`config.mk`:
```
export PLATFORM = sky130hd
export DESIGN_NAME = lcd1602_text_scroller
export DESIGN_NICKNAME = d
export VERILOG_FILES = /design/src/rtl/lcd1602_text_scroller.sv
export SDC_FILE = /design/constraint.sdc
export NUM_CORES = 1
export LEC_CHECK = 0
export BUFFER_PORTS_ARGS = -buffer_cell sky130_fd_sc_hd__buf_2
export CAP_MARGIN = 5
export CORE_AREA = 10 10 190 192
export CTS_CLUSTER_DIAMETER = 100
export DETAILED_ROUTE_END_ITERATION = 8
export DIE_AREA = 0 0 200 202
export PLACE_DENSITY = 0.65
export SYNTH_ARGS = -nofsm -noshare
export SYNTH_HDL_FRONTEND = slang
export SYNTH_SLANG_ARGS = --single-unit
```
`constraint.sdc`:
```
create_clock -name iclk -period 8.1 [get_ports iclk]
set_input_delay 1.215 -clock iclk [delete_from_list [all_inputs] [get_ports iclk]]
set_output_delay 1.215 -clock iclk [all_outputs]
set_load 0.02 [all_outputs]
```
`src/rtl/lcd1602_text_scroller.sv`:
```
// lcd1602_text_scroller: HD44780 8-bit-bus controller that inits the panel, paints a 32-char buffer and scrolls it
module lcd1602_text_scroller #(
    parameter int W_KEY           = 8,
    parameter int EN_PULSE_CYC    = 14,
    parameter int CMD_GAP_CYC     = 1_080,
    parameter int CLR_GAP_CYC     = 48_600,
    parameter int POWERUP_CYC     = 1_080_000,
    parameter int AUTO_PERIOD_CYC = 6_750_000
) (
    input  logic             iclk,
    input  logic             irst,
    input  logic [W_KEY-1:0] key,
    input  logic             mode_auto,
    input  logic             text_we,
    input  logic [4:0]       text_addr,
    input  logic [7:0]       text_data,
    output logic             busy,
    output logic [7:0]       LCD_DATA,
    output logic             LCD_RW,
    output logic             LCD_RS,
    output logic             LCD_EN
);
    localparam int M1 = EN_PULSE_CYC > CMD_GAP_CYC ? EN_PULSE_CYC : CMD_GAP_CYC;
    localparam int M2 = CLR_GAP_CYC > POWERUP_CYC ? CLR_GAP_CYC : POWERUP_CYC;
    localparam int CW = $clog2((M1 > M2 ? M1 : M2) + 1);
    localparam int AW = $clog2(AUTO_PERIOD_CYC + 1);

    typedef enum logic [2:0] {PWRUP, FUNC, DISP, ENTRY, CLR, PAINT, IDLE, SHIFT} state_t;
    typedef enum logic [1:0] {SETUP, PULSE, GAP} phase_t;

    state_t        state_q, state_d;
    phase_t        phase_q, phase_d;
    logic [CW-1:0] cnt_q, cnt_d, gap_last;
    logic [5:0]    idx_q, idx_d;
    logic [4:0]    bi;
    logic [7:0]    tbuf [32];
    logic [7:0]    sh_byte, data_d;
    logic          rs_d, en_d, start;
    logic [1:0]    k1, k2, kp, kclr;
    logic          ap, aclr, dirty, dclr, past_init;
    logic [AW-1:0] acnt;
    logic          unused_key;

    assign LCD_RW     = 1'b0;
    assign past_init  = state_q >= PAINT;
    assign unused_key = ^key;

    // Next-state and next-output logic: power-up wait, idle arbitration, and setup/pulse/gap sequencing
    always_comb begin
        state_d  = state_q;
        phase_d  = phase_q;
        cnt_d    = cnt_q;
        idx_d    = idx_q;
        en_d     = LCD_EN;
        rs_d     = LCD_RS;
        data_d   = LCD_DATA;
        start    = 1'b0;
        sh_byte  = 8'h18;
        kclr     = 2'b00;
        aclr     = 1'b0;
        gap_last = (!LCD_RS && (LCD_DATA == 8'h01 || LCD_DATA == 8'h02)) ? CW'(CLR_GAP_CYC - 1) : CW'(CMD_GAP_CYC - 1);
        if (state_q == PWRUP) begin
            start   = cnt_q == CW'(POWERUP_CYC - 1);
            state_d = start ? FUNC : PWRUP;
            cnt_d   = cnt_q + 1'b1;
        end else if (state_q == IDLE) begin
            start   = dirty | (|kp) | ap;
            state_d = dirty ? PAINT : (start ? SHIFT : IDLE);
            idx_d   = 6'd0;
            sh_byte = (!kp[0] && kp[1]) ? 8'h1C : 8'h18;
            kclr    = {!dirty && !kp[0] && kp[1], !dirty && kp[0]};
            aclr    = !dirty && kp == 2'b00 && ap;
        end else if (phase_q == SETUP) begin
            phase_d = PULSE;
            cnt_d   = '0;
            en_d    = 1'b1;
        end else if (phase_q == PULSE) begin
            phase_d = (cnt_q == CW'(EN_PULSE_CYC - 1)) ? GAP : PULSE;
            en_d    = cnt_q != CW'(EN_PULSE_CYC - 1);
            cnt_d   = (cnt_q == CW'(EN_PULSE_CYC - 1)) ? '0 : cnt_q + 1'b1;
        end else if (cnt_q == gap_last) begin
            idx_d   = (state_q == PAINT) ? idx_q + 6'd1 : 6'd0;
            state_d = (state_q == SHIFT || (state_q == PAINT && idx_q == 6'd33)) ? IDLE :
                      (state_q == PAINT) ? PAINT : state_t'(state_q + 3'd1);
            start   = state_d != IDLE;
        end else begin
            cnt_d = cnt_q + 1'b1;
        end
        dclr = start && state_d == PAINT && state_q != PAINT;
        bi   = 5'(idx_d - ((idx_d > 6'd17) ? 6'd2 : 6'd1));
        if (start) begin
            phase_d        = SETUP;
            cnt_d          = '0;
            en_d           = 1'b0;
            {rs_d, data_d} = (state_d == FUNC)  ? 9'h038 :
                             (state_d == DISP)  ? 9'h00C :
                             (state_d == ENTRY) ? 9'h006 :
                             (state_d == CLR)   ? 9'h001 :
                             (state_d == SHIFT) ? {1'b0, sh_byte} :
                             (idx_d == 6'd0)    ? 9'h080 :
                             (idx_d == 6'd17)   ? 9'h0C0 : {1'b1, tbuf[bi]};
        end
    end

    // FSM state, transaction counters and registered LCD pins; busy lags the state by one cycle
    always_ff @(posedge iclk) begin
        if (irst) begin
            state_q  <= PWRUP;
            phase_q  <= SETUP;
            cnt_q    <= '0;
            idx_q    <= '0;
            LCD_EN   <= 1'b0;
            LCD_RS   <= 1'b0;
            LCD_DATA <= 8'h00;
            busy     <= 1'b1;
        end else begin
            state_q  <= state_d;
            phase_q  <= phase_d;
            cnt_q    <= cnt_d;
            idx_q    <= idx_d;
            LCD_EN   <= en_d;
            LCD_RS   <= rs_d;
            LCD_DATA <= data_d;
            busy     <= !(state_q == IDLE && !dirty && kp == 2'b00 && !ap);
        end
    end

    // Key edge detection, one-deep request flags, repaint flag and auto-scroll timer
    always_ff @(posedge iclk) begin
        if (irst) begin
            k1    <= 2'b00;
            k2    <= 2'b00;
            kp    <= 2'b00;
            dirty <= 1'b0;
            acnt  <= '0;
            ap    <= 1'b0;
        end else begin
            k1    <= key[1:0];
            k2    <= k1;
            kp    <= (kp | (k1 & ~k2)) & ~kclr;
            dirty <= text_we | (dirty & ~dclr);
            if (!mode_auto) begin
                acnt <= '0;
                ap   <= 1'b0;
            end else begin
                if (past_init) acnt <= (acnt == AW'(AUTO_PERIOD_CYC - 1)) ? '0 : acnt + 1'b1;
                ap <= (ap & ~aclr) | (past_init && acnt == AW'(AUTO_PERIOD_CYC - 1));
            end
        end
    end

    // Text buffer: cleared to spaces on reset, written by the producer at any other time
    always_ff @(posedge iclk) begin
        if (irst) begin
            for (int i = 0; i < 32; i++) tbuf[i] <= 8'h20;
        end else if (text_we) begin
            tbuf[text_addr] <= text_data;
        end
    end
endmodule

```
### Word-level counts from Yosys, hierarchy flattened

Memory sizes are Yosys's and may differ from the RTL's.
Index checks and enable logic that the tools add are counted.

| storage, ports and cells | value |
|---|---|
| bits in registers | 74 |
| memory bits (writable) | 256 |
| bits of input ports | 25 |
| output and inout bits | 12 |
| word-level logic and storage cells | 150 |
| memories | 1 |

Memory list:

| memory | depth | bits a word | rd ports | clocked after Yosys merged registers in | write ports | line | source |
|---|---|---|---|---|---|---|---|
| tbuf | 32 | 8 | 1 | 0 | 32 | 36 | `logic [7:0] tbuf [32];` |

| cells by class | value |
|---|---|
| $add $sub $neg | 5 |
| magnitude comparators | 2 |
| equal/unequal tests | 23 |
| multiplexer cells | 57 |
| bitwise logic cells | 16 |
| reduce and logical (&&, ||, !) cells | 32 |

Operators by type and width:

| kind | count |
|---|---|
| 2-to-1 mux 21 bit | 6 |
| 2-to-1 mux 9 bit | 7 |
| 2-to-1 mux 6 bit | 6 |
| 2-to-1 mux 3 bit | 10 |
| adder 23 x 1 -> 23 bit (second input constant) | 1 |
| equality test 23 bit (second input constant) | 1 |
| 2-to-1 mux 23 bit | 1 |
| adder 21 x 1 -> 21 bit (second input constant) | 1 |
| equality test 21 x 16 -> 1 bit | 1 |
| equality test 21 bit (second input constant) | 1 |
| equality test 21 x 4 -> 1 bit (second input constant) | 1 |
| inequality test 21 x 4 -> 1 bit (second input constant) | 1 |
| equality test 3 bit (second input constant) | 6 |
| 2-to-1 mux 1 bit | 17 |
| 2-to-1 mux 16 bit | 1 |
| logical AND 1 bit | 14 |
| 2-to-1 mux 2 bit | 7 |
| equality test 8 x 1 -> 1 bit (second input constant) | 1 |
| equality test 8 x 2 -> 1 bit (second input constant) | 1 |
| 2-to-1 mux 8 bit | 1 |
| OR reduction 8 bit | 1 |
| adder 6 x 1 -> 6 bit (second input constant) | 1 |
| equality test 3 x 2 -> 1 bit (second input constant) | 2 |
| equality test 6 x 5 -> 1 bit (second input constant) | 1 |
| 26 further kinds | 45 |

### Logic depth before layout (Yosys ltp)

An unclocked memory read counts as a cell.

| depth | value |
|---|---|
| depth in word-level cells | 21 |
| mapped depth | 20 |
| depth with buffers taken out | 18 |

### Least setup slack after synthesis

OpenSTA, ideal clock, no wires.

| path | value |
|---|---|
| path kind | reg2reg |
| start point | register cnt_q[7] |
| end point | register LCD_DATA[1] |
| setup time | 0.127 ns |
| data arrival time | 5.532 ns |
| data required time | 7.973 ns |
| path slack | 2.441 ns |
| cell stages (with the launch flop) | 18 |
| path buffers | 4 |
| clock period less this slack | 5.659 ns |
| cells stage by stage | dfxtp_1 > nand3_2 > or4_4 > mux2_4 > clkbuf_1 > o21a_1 > or2_2 > a22oi_1 > a21oi_1 > nor2b_1 > ha_1 > clkbuf_1 > clkbuf_1 > clkbuf_1 > mux4_2 > mux4_2 > mux2i_1 > o22ai_1 |

| on the way | value |
|---|---|
| word-level cells in the longest chain between the ends | 17 |
| elaborated cells between the ends (all ways) | 36 |
| classes of those cells | 1 x add/sub; 1 x order compare; 8 x eq/ne; 24 x mux; 1 x reduce/logical; 1 x memory |

RTL lines:

| element | line | source |
|---|---|---|
| from (decl) | 33 | `logic [CW-1:0] cnt_q, cnt_d, gap_last;` |
| from (signal assigned) | 119 | `cnt_q <= cnt_d;` |
| equality test 21 x 16 -> 1 bit | 81 | `end else if (cnt_q == gap_last) begin` |
| 2-to-1 mux 6 bit | 81 |  |
| 2-to-1 mux 6 bit | 77 | `end else if (phase_q == PULSE) begin` |
| 2-to-1 mux 6 bit | 73 | `end else if (phase_q == SETUP) begin` |
| 2-to-1 mux 6 bit | 66 | `end else if (state_q == IDLE) begin` |
| 2-to-1 mux 6 bit | 62 | `if (state_q == PWRUP) begin` |
| > comparator 6 x 5 -> 1 bit | 90 | `bi = 5'(idx_d - ((idx_d > 6'd17) ? 6'd2 : 6'd1));` |
| 2-to-1 mux 2 bit | 90 |  |
| subtractor 5 x 2 -> 5 bit | 90 |  |
| memory (32 x 8 bit) | -- |  |
| 2-to-1 mux 9 bit | 101 | `(idx_d == 6'd17) ? 9'h0C0 : {1'b1, tbuf[bi]};` |
| 2-to-1 mux 9 bit | 100 | `(idx_d == 6'd0) ? 9'h080 :` |
| 2-to-1 mux 9 bit | 99 | `(state_d == SHIFT) ? {1'b0, sh_byte} :` |
| 2-to-1 mux 9 bit | 98 | `(state_d == CLR) ? 9'h001 :` |
| 2-to-1 mux 9 bit | 97 | `(state_d == ENTRY) ? 9'h006 :` |
| 2-to-1 mux 9 bit | 96 | `(state_d == DISP) ? 9'h00C :` |
| 2-to-1 mux 9 bit | 95 | `{rs_d, data_d} = (state_d == FUNC) ? 9'h038 :` |
| to (signal assigned) | 123 | `LCD_DATA <= data_d;` |
| to (decl) | 18 | `output logic [7:0] LCD_DATA,` |

Several ways; a longest one is shown, not always the timed one.
A chain may end at the register's enable or synchronous reset.

### Final worst setup path

| path | value |
|---|---|
| start point | register cnt_q[16] |
| end point | register LCD_DATA[7] |

Same word-level chain as after synthesis.

==> out/results.txt <==
vias per cell: 5.705
Die Y: 202 um
Worst Hold Depth: 1
Final Hold Fails: 0
startpoint types: flip-flop
Post CTS Setup Buffer Count: 0
met3 GRT Util: 0.02741
area occupied by multi-input gates: 6475 um^2
Hold Path Class: reg -> reg
DP HPWL: 23.67 mm
nets: 1,307
DIE AREA: 40,400 um^2
Critical Path Fanout Max: 30
fmax: 153.7 MHz
Critical Path AT: 6.91 ns
Reg2Reg Depth: 16
FFs w/ async S/R, synth: 0
relative slew slack: 0.2914
Seq/Total Area, Yosys: 0.5746
Final Skew: 0.01820 ns
# resized after CTS: 0
Max-cap violations: 0
met2 Usage GRT: 0.2898
worst-margin pin slew: 1.057 ns
grt ovf: 0
routed length per placed instance: 20.78 um
H-Tree Depth: 2
core outline area: 32,290 um^2
Max VDD drop: 0.0001667 V
Clk Latency, worst-skew pair: 0.53 ns
Ports: 37
post-route cell area: 17,610 um^2
met1 GRT Util: 0.2495
clock buffer depth: 3
synthesized flop and latch total: 330
syn avg cell area: 12.58 um^2
clock-pin slew on the worst setup and hold paths: 0.06 ns
vias: 9,943
Pleak: 6.056 nW
unrepaired setup endpoints after global routing: false
critical path class: reg -> reg
antenna violations before repair: 0
placed cell area: 16,450 um^2
Starting Density: 0.4942
most common cell after layout, fill and taps aside: edfxtp_1
gpl congestion: 0.8308
Post-synth EDFFs: 256
number of global-route vias before repair: 9,986
Post-Syn Area: 15,960 um^2
crit path capture type: flip-flop
# rows: 66
Total Wirelength: 36.22 mm
Num CTS Buffers: 37
count of unique library cells instantiated by Yosys: 73
pwr/cell area: 249.5 nW/um^2
max-slew violations: 0
most frequent cells in the layout: edfxtp_1, and2_1, nor2_1
DRC marker count from the first detailed-route iteration: 635
DRT Pass-1 Iters: 5
run status: completed
Cells after Synth: 1,268
top_reg_cell synth: edfxtp_1
Antenna Nets Post-Route: 0
GR peak layer: met2
CTS Root Cell: clkbuf_16
global-route wire length before repair: 56.61 mm
Tot Pwr: 4.393 mW
Worst Path Required: 8.51 ns
die span in x: 200 um
CTS tree: yes
pin count of the biggest net entering global routing: 56
CTS Sinks: 330
fill count: 2,703
layout cells sized above 1: 0.1699
GR Util All Layers: 0.1815
# port buffers: 29
Diodes inserted: 0
Final setup viols: 0
post-synth net total: 1,301
crit path time final: 6.505 ns
Hold Buf Count CTS: 0
Setup Total Neg Slack: 0 ns
Reg area: 9169 um^2
Max stage delay on crit path: 1.15 ns
Slowest-stage cell, CP: fa_2
fin crit share: 0.8030
Ys Warns: 0
drc violations: 0
worst path cell trace: or4_4 > nor4_4 > o21ai_1 > o21a_1 > or2_2 > a22oi_1 > a21oi_1 > nor2b_1 > ha_4 > inv_1 > fa_2 > buf_4 > mux4_2 > a2111oi_1 > o41ai_1 > a22o_1
Area growth syn-to-layout: 10.35%
==> final cells by class <==
| type | instances | share of cell area |
|---|---|---|
| Sequential cell | 330 | 0.5207 |
| Multi-Input combinational cell | 855 | 0.3677 |
| Clock buffer | 52 | 0.05877 |
| Tap cell | 442 | 0.03141 |
| Timing Repair Buffer | 38 | 0.01208 |
| Clock inverter | 14 | 0.006751 |
| Inverter | 12 | 0.002558 |
==> cells by family (layout without fill, tap and decap cells) <==
family / after synthesis / count (layout) / synth area share
AND/OR/NAND/NOR: 607 / 607 / 0.2124
adder cells (fa/ha/maj): 8 / 8 / 0.006743
buffers and inverters: 83 / 116 / 0.02054
multiplexers: 89 / 89 / 0.1121
XOR/XNOR: 45 / 45 / 0.02682
other: 1 / 1 / 0.0002350
flip-flops: 330 / 330 / 0.5746
AO/OA/AOI/OAI: 105 / 105 / 0.04658
==> flip-flops by register name (all words and copies together) (netlist names) <==
register  cells
tbuf        256
acnt         23
cnt_q        21
LCD_DATA      8
idx_q         6
state_q       3
k1            2
k2            2
kp            2
phase_q       2
LCD_EN        1
LCD_RS        1
ap            1
busy          1
dirty         1
==> worst max-delay path, delay by kind of cell (launching register included) <==
family	cells	cell delay [ns]
AO/OA/AOI/OAI	7	2.13
AND/OR/NAND/NOR	4	1.77
adder cells (fa/ha/maj)	2	1.33
buffers and inverters	2	0.39
multiplexers	1	0.37
flip-flops	1	0.34
==> Yosys cell counts (3+ instances only) <==
master       n  area share
dfxtp_1     74       0.093
o21a_1       4      0.0019
mux4_2      71        0.10
nand2_1     58       0.014
nand3_1     34       0.011
a2111oi_0    7      0.0038
a31o_2       3      0.0016
and3_1      16      0.0063
nor3b_1      5      0.0024
xnor2_1     17      0.0093
o41ai_1      3      0.0016
nand4b_1     4      0.0022
edfxtp_1   256        0.48
or3_1       42       0.016
or4_1        3      0.0014
and2_1     229       0.090
a211oi_1     3      0.0014
a31oi_1      6      0.0024
or2_2       36       0.014
buf_2        4      0.0013
mux2i_1     16       0.010
xor2_1      25       0.014
nand2b_1     4      0.0016
clkbuf_1    62       0.015
o21ai_0     18      0.0056
nand4_1      5      0.0020
ha_1         7      0.0055
a21oi_1     24      0.0075
a2111oi_1    3      0.0019
nor2_1     125       0.029
nand3b_1     4      0.0019
o22ai_1      4      0.0016
nor2b_1     13      0.0051
nor4_1       5      0.0020
o211ai_1     6      0.0028
a22oi_1      4      0.0019
or3b_2       3      0.0016
inv_1       10      0.0024
nor3_1       9      0.0028
buf_1        3     0.00071
or4_4        3      0.0021
==> power breakdown <==
group          total, mW  internal, mW  switching (mW)
sequential          1.92          1.90          0.0254
clock               1.62         0.955           0.662
combinational      0.855         0.371           0.484
total               4.39          3.22            1.17
==> worst paths after layout <==
check	from	endpoint	slack (ns)
max	cnt_q[16]$_SDFFE_PP0P_	LCD_DATA[7]$_SDFFE_PP0P_	1.60
min	k1[1]$_SDFF_PP0_	k2[1]$_SDFF_PP0_	0.46
max reg2reg	cnt_q[16]$_SDFFE_PP0P_	LCD_DATA[7]$_SDFFE_PP0P_	1.60
min reg2reg	k1[1]$_SDFF_PP0_	k2[1]$_SDFF_PP0_	0.46
==> per-stage QoR <==
| step | instances | util | setup slack [ns] | hold slack, ns |
|---|---|---|---|---|
| finish | 1743 | 0.5453 | 1.595 | 0.4600 |
| global route | 1743 | 0.5453 | 1.298 | 0.4871 |
| CTS | 1743 | 0.5453 | 1.697 | 0.4613 |
| detailed placement | 1677 | 0.5096 | 1.739 | 0.4533 |
| global placement | 1677 | 0.5096 | 1.751 | 0.4445 |
| floorplan | 1268 | - | 2.441 | 0.4297 |
==> per-layer routing <==
layer	routed length (um)	part of all wire
met4	873	0.024
met2	17170	0.47
met3	2073	0.057
met1	16110	0.44
met5	0	0
Note: power is estimated with default switching activity, not from simulation.
